--- src/rtl/cell_update_queue.sv ---
// Cell-write FIFO that drains into matrix_display only during vertical blank, then commits once.
// Optional macro CELL_QUEUE_DROP_COUNT_EN adds a saturating drop_count output.
module cell_update_queue #(
    parameter int unsigned B_WIDTH    = 5,
    parameter int unsigned B_HEIGHT   = 4,
    parameter int unsigned B_VGA      = 4,
    parameter int unsigned B_S_HEIGHT = 10,
    parameter int unsigned S_HEIGHT   = 768,
    parameter int unsigned DEPTH      = 16,
    parameter int unsigned B_DEPTH    = 4
) (
    input  logic                  vclock,
    input  logic                  reset,
    input  logic                  wr_en,
    input  logic [B_WIDTH-1:0]    wr_x,
    input  logic [B_HEIGHT-1:0]   wr_y,
    input  logic [3*B_VGA-1:0]    wr_rgb,
    output logic                  wr_ready,
    input  logic [B_S_HEIGHT-1:0] vcount,
    output logic [B_WIDTH-1:0]    cell_x,
    output logic [B_HEIGHT-1:0]   cell_y,
    output logic [3*B_VGA-1:0]    cell_rgb,
    output logic                  cell_en,
    output logic                  update,
    output logic [B_DEPTH:0]      level,
    output logic                  overflow
`ifdef CELL_QUEUE_DROP_COUNT_EN
    ,
    output logic [7:0]            drop_count
`endif
);

    localparam int unsigned EW = B_WIDTH + B_HEIGHT + 3 * B_VGA;
    localparam logic [B_DEPTH:0]   LEVEL_ONE  = (B_DEPTH + 1)'(1);
    localparam logic [B_DEPTH:0]   LEVEL_FULL = (B_DEPTH + 1)'(DEPTH);
    localparam logic [B_DEPTH-1:0] PTR_ONE    = B_DEPTH'(1);

    typedef enum logic [1:0] {StIdle, StDrain, StCommit, StHold} state_e;

    state_e                state_q, state_d;
    logic [EW-1:0]         mem_q [DEPTH];
    logic [B_DEPTH-1:0]    wr_ptr_q, wr_ptr_d, rd_ptr_q, rd_ptr_d;
    logic [B_DEPTH:0]      level_q, level_d;
    logic [B_WIDTH-1:0]    cell_x_q, cell_x_d;
    logic [B_HEIGHT-1:0]   cell_y_q, cell_y_d;
    logic [3*B_VGA-1:0]    cell_rgb_q, cell_rgb_d;
    logic                  cell_en_q, cell_en_d;
    logic                  update_q, update_d;
    logic                  overflow_q, overflow_d;
    logic                  in_blank, full, push, pop;

    assign in_blank = (vcount >= B_S_HEIGHT'(S_HEIGHT));
    assign full     = (level_q == LEVEL_FULL);
    // A full FIFO refuses a push even when a pop frees a slot this same cycle.
    assign push     = wr_en && !full;

    always_comb begin
        state_d    = state_q;
        pop        = 1'b0;
        update_d   = 1'b0;
        unique case (state_q)
            StIdle:   if (in_blank && level_q != '0) state_d = StDrain;
            StDrain: begin
                if (in_blank && level_q != '0) begin
                    pop = 1'b1;
                end else begin
                    state_d  = StCommit;
                    update_d = 1'b1;
                end
            end
            StCommit: state_d = StHold;
            StHold:   if (!in_blank) state_d = StIdle;
        endcase
    end

    always_comb begin
        wr_ptr_d   = push ? wr_ptr_q + PTR_ONE : wr_ptr_q;
        rd_ptr_d   = pop ? rd_ptr_q + PTR_ONE : rd_ptr_q;
        level_d    = level_q;
        if (push && !pop) level_d = level_q + LEVEL_ONE;
        if (pop && !push) level_d = level_q - LEVEL_ONE;
        cell_en_d  = pop;
        cell_x_d   = cell_x_q;
        cell_y_d   = cell_y_q;
        cell_rgb_d = cell_rgb_q;
        if (pop) {cell_x_d, cell_y_d, cell_rgb_d} = mem_q[rd_ptr_q];
        overflow_d = overflow_q | (wr_en && full);
    end

    always_ff @(posedge vclock) begin
        if (push) mem_q[wr_ptr_q] <= {wr_x, wr_y, wr_rgb};
    end

    always_ff @(posedge vclock or negedge reset) begin
        if (!reset) begin
            state_q    <= StIdle;
            wr_ptr_q   <= '0;
            rd_ptr_q   <= '0;
            level_q    <= '0;
            cell_x_q   <= '0;
            cell_y_q   <= '0;
            cell_rgb_q <= '0;
            cell_en_q  <= 1'b0;
            update_q   <= 1'b0;
            overflow_q <= 1'b0;
        end else begin
            state_q    <= state_d;
            wr_ptr_q   <= wr_ptr_d;
            rd_ptr_q   <= rd_ptr_d;
            level_q    <= level_d;
            cell_x_q   <= cell_x_d;
            cell_y_q   <= cell_y_d;
            cell_rgb_q <= cell_rgb_d;
            cell_en_q  <= cell_en_d;
            update_q   <= update_d;
            overflow_q <= overflow_d;
        end
    end

`ifdef CELL_QUEUE_DROP_COUNT_EN
    logic [7:0] drop_count_q, drop_count_d;

    always_comb begin
        drop_count_d = drop_count_q;
        if (wr_en && full && drop_count_q != 8'hFF) drop_count_d = drop_count_q + 8'd1;
    end

    always_ff @(posedge vclock or negedge reset) begin
        if (!reset) drop_count_q <= 8'd0;
        else        drop_count_q <= drop_count_d;
    end

    assign drop_count = drop_count_q;
`endif

    assign wr_ready = !full;
    assign level    = level_q;
    assign cell_x   = cell_x_q;
    assign cell_y   = cell_y_q;
    assign cell_rgb = cell_rgb_q;
    assign cell_en  = cell_en_q;
    assign update   = update_q;
    assign overflow = overflow_q;

endmodule

--- config.mk ---
export PLATFORM = sky130hd
export DESIGN_NAME = cell_update_queue
export DESIGN_NICKNAME = d
export VERILOG_FILES = /design/src/rtl/cell_update_queue.sv
export SDC_FILE = /design/constraint.sdc
export NUM_CORES = 1
export LEC_CHECK = 0
export ABC_CLOCK_PERIOD_IN_PS = 6800
export BUFFER_PORTS_ARGS = -buffer_cell sky130_fd_sc_hd__buf_4
export CORE_MARGIN = 2
export CORE_UTILIZATION = 65
export CTS_CLUSTER_DIAMETER = 40
export DETAILED_ROUTE_END_ITERATION = 6
export PLACE_DENSITY = 0.84
export SYNTH_ARGS = -nofsm -noshare
export SYNTH_HDL_FRONTEND = slang
export SYNTH_SLANG_ARGS = --single-unit
--- constraint.sdc ---
create_clock -name vclock -period 6.8 [get_ports vclock]
set_clock_uncertainty 0.2 [all_clocks]
set_input_delay 0 -clock vclock [delete_from_list [all_inputs] [get_ports vclock]]
set_output_delay 0 -clock vclock [all_outputs]
set_load 0.01 [all_outputs]
==> metrics <==
outcome=finished, final reports clean; Critical Path RT=7060 ps; maximum vdd drop=0.264 mV; Final Hold Viols=0; DRT iter0 DRCs=roughly 1100; multi-input logic area=roughly 3300 µm²; first-pass GRT wire length=about 52 mm; Core Region=21800 µm²; synthesis-to-layout area growth=16.6%; vias in the first global route=7981; Worst Setup End Kind=flip-flop; via count=7665; CTS buffer count=41; number of max-cap violations=0; antenna cells=0; Tcrit/Tclk final=0.597; Max-slew headroom=0.119; port bufs=55; fmax=between 200 and 250 MHz; Max FO, Critical Path=between 40 and 50; CTS Root Cell=clkbuf_16; Synth Flop Type=edfxtp_1; gpl congestion=0.794; EDFF count, synth=336; DIE AREA=23500 µm²; H-tree levels=2; power per cell area=415 nW/µm²; CTS tree=built; Lkg Pwr=5.52 nW; # DRC=0; Post-Syn Area per Cell=21.2 µm²; CTS sink cnt=375; proportion of synthesized chip area in sequential cells=0.764; # rows=54; Hold Path Class=input port to flip-flop; GR Util met1=0.428; Final Max Tran Viols=0; asr flop ratio synth=0.104; Antenna Nets Post-Route=0; initial antenna violation count=0; Setup crit start=state_q[1]; final setup violation count=0; Psw=2.11 mW; pin count of the biggest net entering global routing=60; cell area after layout=16900 µm²; chip width=153 µm; Ports=64; met2 usage=0.495; Distinct cells, synth=43; Seq pwr share=0.444; postcts setup bufs=0; clock network power share=0.315; gr busiest metal=met2; Worst R2R End=level[4]; Fin Setup TNS=0 ps; switching share of total power=0.301; die height=153 µm; crit path to=level[4]; Cells after Synth=683; CP Launch Type=flip-flop; met3 usage=0.0510; Synth warnings=0; clock latency at the later pin of the worst-skew pair=540 ps; Synth Register Bits=about 380; worst-case reg-to-reg path depth=11; Slew @ Worst Pin=1310 ps; clk slew on worst S/H paths=60 ps; Tmin final=4060 ps; Syn Nets=730; Layout Nets=827; placed standard-cell area=15200 µm²; wire per inst=32.0 µm; Int Power=4.90 mW; grt total ovfl=0; Critical R2R Launch=state_q[1]; starting density of the core=0.663; critical path class=flip-flop to flip-flop; GRT Util Overall=0.306; combinational power share=0.241; fraction of final layout cells sized beyond drive strength 1=0.329; DRT Wirelength=roughly 35 mm; final hold slack=75.4 ps; Worst EP arrival=4320 ps; vias per inst=7.02; RSZ-0062 raised after global routing=false; drt first pass iters=5; register area=approximately 11000 µm²; fillers=1032; r2r setup slk=2740 ps; Netlist Area Pre-Place=approximately 14000 µm²; Clock Path Buffers=3; DP HPWL=roughly 17 mm
metal layers:
layer  vias to the layer above  part of all wire
met1                      3953              0.36
li1                       3040                 -
met2                       575              0.50
met4                         0             0.035
met5                         -                 0
met3                        97              0.11
worst max-delay path: stages, from the launching register on:
cell and delay, ps:
dfrtp_1 410, inv_1 100, ha_1 210, and3_1 190, o21a_2 970, ha_1 550, xor2_1 220, ha_1 260
a21boi_0 190, o32ai_1 110, nor4b_1 400, xnor2_1 160
power by group through the flow:
| stage | Clock [mW] | Combinational (mW) | Sequential [mW] |
|---|---|---|---|
| 3_5_place_dp | 0 | 1.61 | 3.14 |
| 2_1_floorplan | 0 | 1.16 | 3.01 |
| 4_1_cts | 2.21 | 1.68 | 3.11 |
| 6_report | 2.20 | 1.69 | 3.11 |
| 5_1_grt | 2.29 | 1.78 | 3.14 |
| 3_3_place_gp | 0 | 1.54 | 3.10 |
final cells by class:
type                       instances  share of cell area
tap                              280              0.0208
timing repair buffer              94              0.0470
inverter                           6             0.00133
sequential                       375               0.656
multi-input combinational        262               0.195
clock inverter                    28              0.0168
clock buffer                      47              0.0627
synth_stat cells, types with 2 or more instances:
master / instances / area (µm²)
nor4_1: 2 / 12.5
dfrtp_1: 39 / 976
buf_1: 6 / 22.5
o211ai_1: 2 / 15.0
xor2_1: 4 / 35.0
buf_4: 2 / 15.0
nor3b_1: 2 / 15.0
o22ai_1: 42 / 263
o21ai_0: 4 / 20.0
nand2b_1: 5 / 31.3
xnor2_1: 7 / 61.3
nor2_1: 15 / 56.3
inv_1: 6 / 22.5
ha_1: 13 / 163
mux2_2: 23 / 259
nand4_1: 2 / 12.5
edfxtp_1: 336 / 10100
nor3_1: 5 / 25.0
mux4_2: 84 / 1890
nand2_1: 9 / 33.8
buf_2: 14 / 70.1
buf_6: 3 / 33.8
a21oi_1: 23 / 115
clkbuf_1: 15 / 56.3
nor4b_1: 2 / 17.5
worst min path at each step:
stage	startpoint	endpoint	slack [ps]	depth (start not counted)
after floorplan	reset	cell_en	-500	0
after global placement	reset	cell_rgb[1]	-150	1
after detailed placement	reset	cell_rgb[1]	-140	1
after CTS	wr_en	overflow	70	3
after global routing	wr_en	overflow	90	3
final	wr_en	overflow	80	3
per-stage QoR:
step,power [mW],cells,util,setup slack [ps]
floorplan,4.17,683,-,3430
global placement,4.64,989,0.698,3030
CTS,6.99,1092,0.773,2740
detailed placement,4.75,989,0.698,2800
global route,7.21,1092,0.773,2400
finish,7.00,1092,0.773,2740
cells in the final DEF (no fill, tap or decap), types with 2 or more instances in the layout:
master / instances
edfxtp_1: 336
mux4_2: 84
buf_4: 66
o22ai_1: 42
clkbuf_16: 41
dfrtp_1: 37
dlygate4sd3_1: 27
mux2_2: 23
a21oi_1: 23
ha_1: 13
nor2_4: 10
nand2_1: 9
xnor2_1: 7
inv_6: 7
clkinv_2: 7
inv_1: 6
nand2b_1: 5
clkbuf_1: 5
xor2_1: 4
nor3_2: 4
o21ai_0: 4
clkinv_1: 4
nor2_1: 3
inv_8: 3
bufinv_16: 3
nor4_1: 2
nor2_2: 2
o211ai_1: 2
nor3b_1: 2
nand4_1: 2
nor4b_1: 2
clkinv_8: 2
dfrtp_4: 2
flip-flops by register name (all words and copies together), names as in the netlist:
register  cells
overflow      1
cell_x        5
update        1
cell_y        4
mem_q       336
level         5
cell_rgb     12
wr_ptr_q      4
rd_ptr_q      4
cell_en       1
state_q       2
cells by family (layout without fill, tap and decap cells):
logic type / count (synthesis) / count (layout) / synth area share
flip-flops: 375 / 375 / 0.764
adder cells (fa/ha/maj): 13 / 13 / 0.0112
XOR/XNOR: 11 / 11 / 0.00665
multiplexers: 109 / 109 / 0.150
AND/OR/NAND/NOR: 49 / 49 / 0.0180
AO/OA/AOI/OAI: 80 / 80 / 0.0343
buffers and inverters: 46 / 175 / 0.0152
repair_timing:
action                    in CTS  in global routing
hold endpoints to repair     382                  0
hold buffers                  28                  0
resized for setup              0                  0
Power figures use the tool's default switching activity.
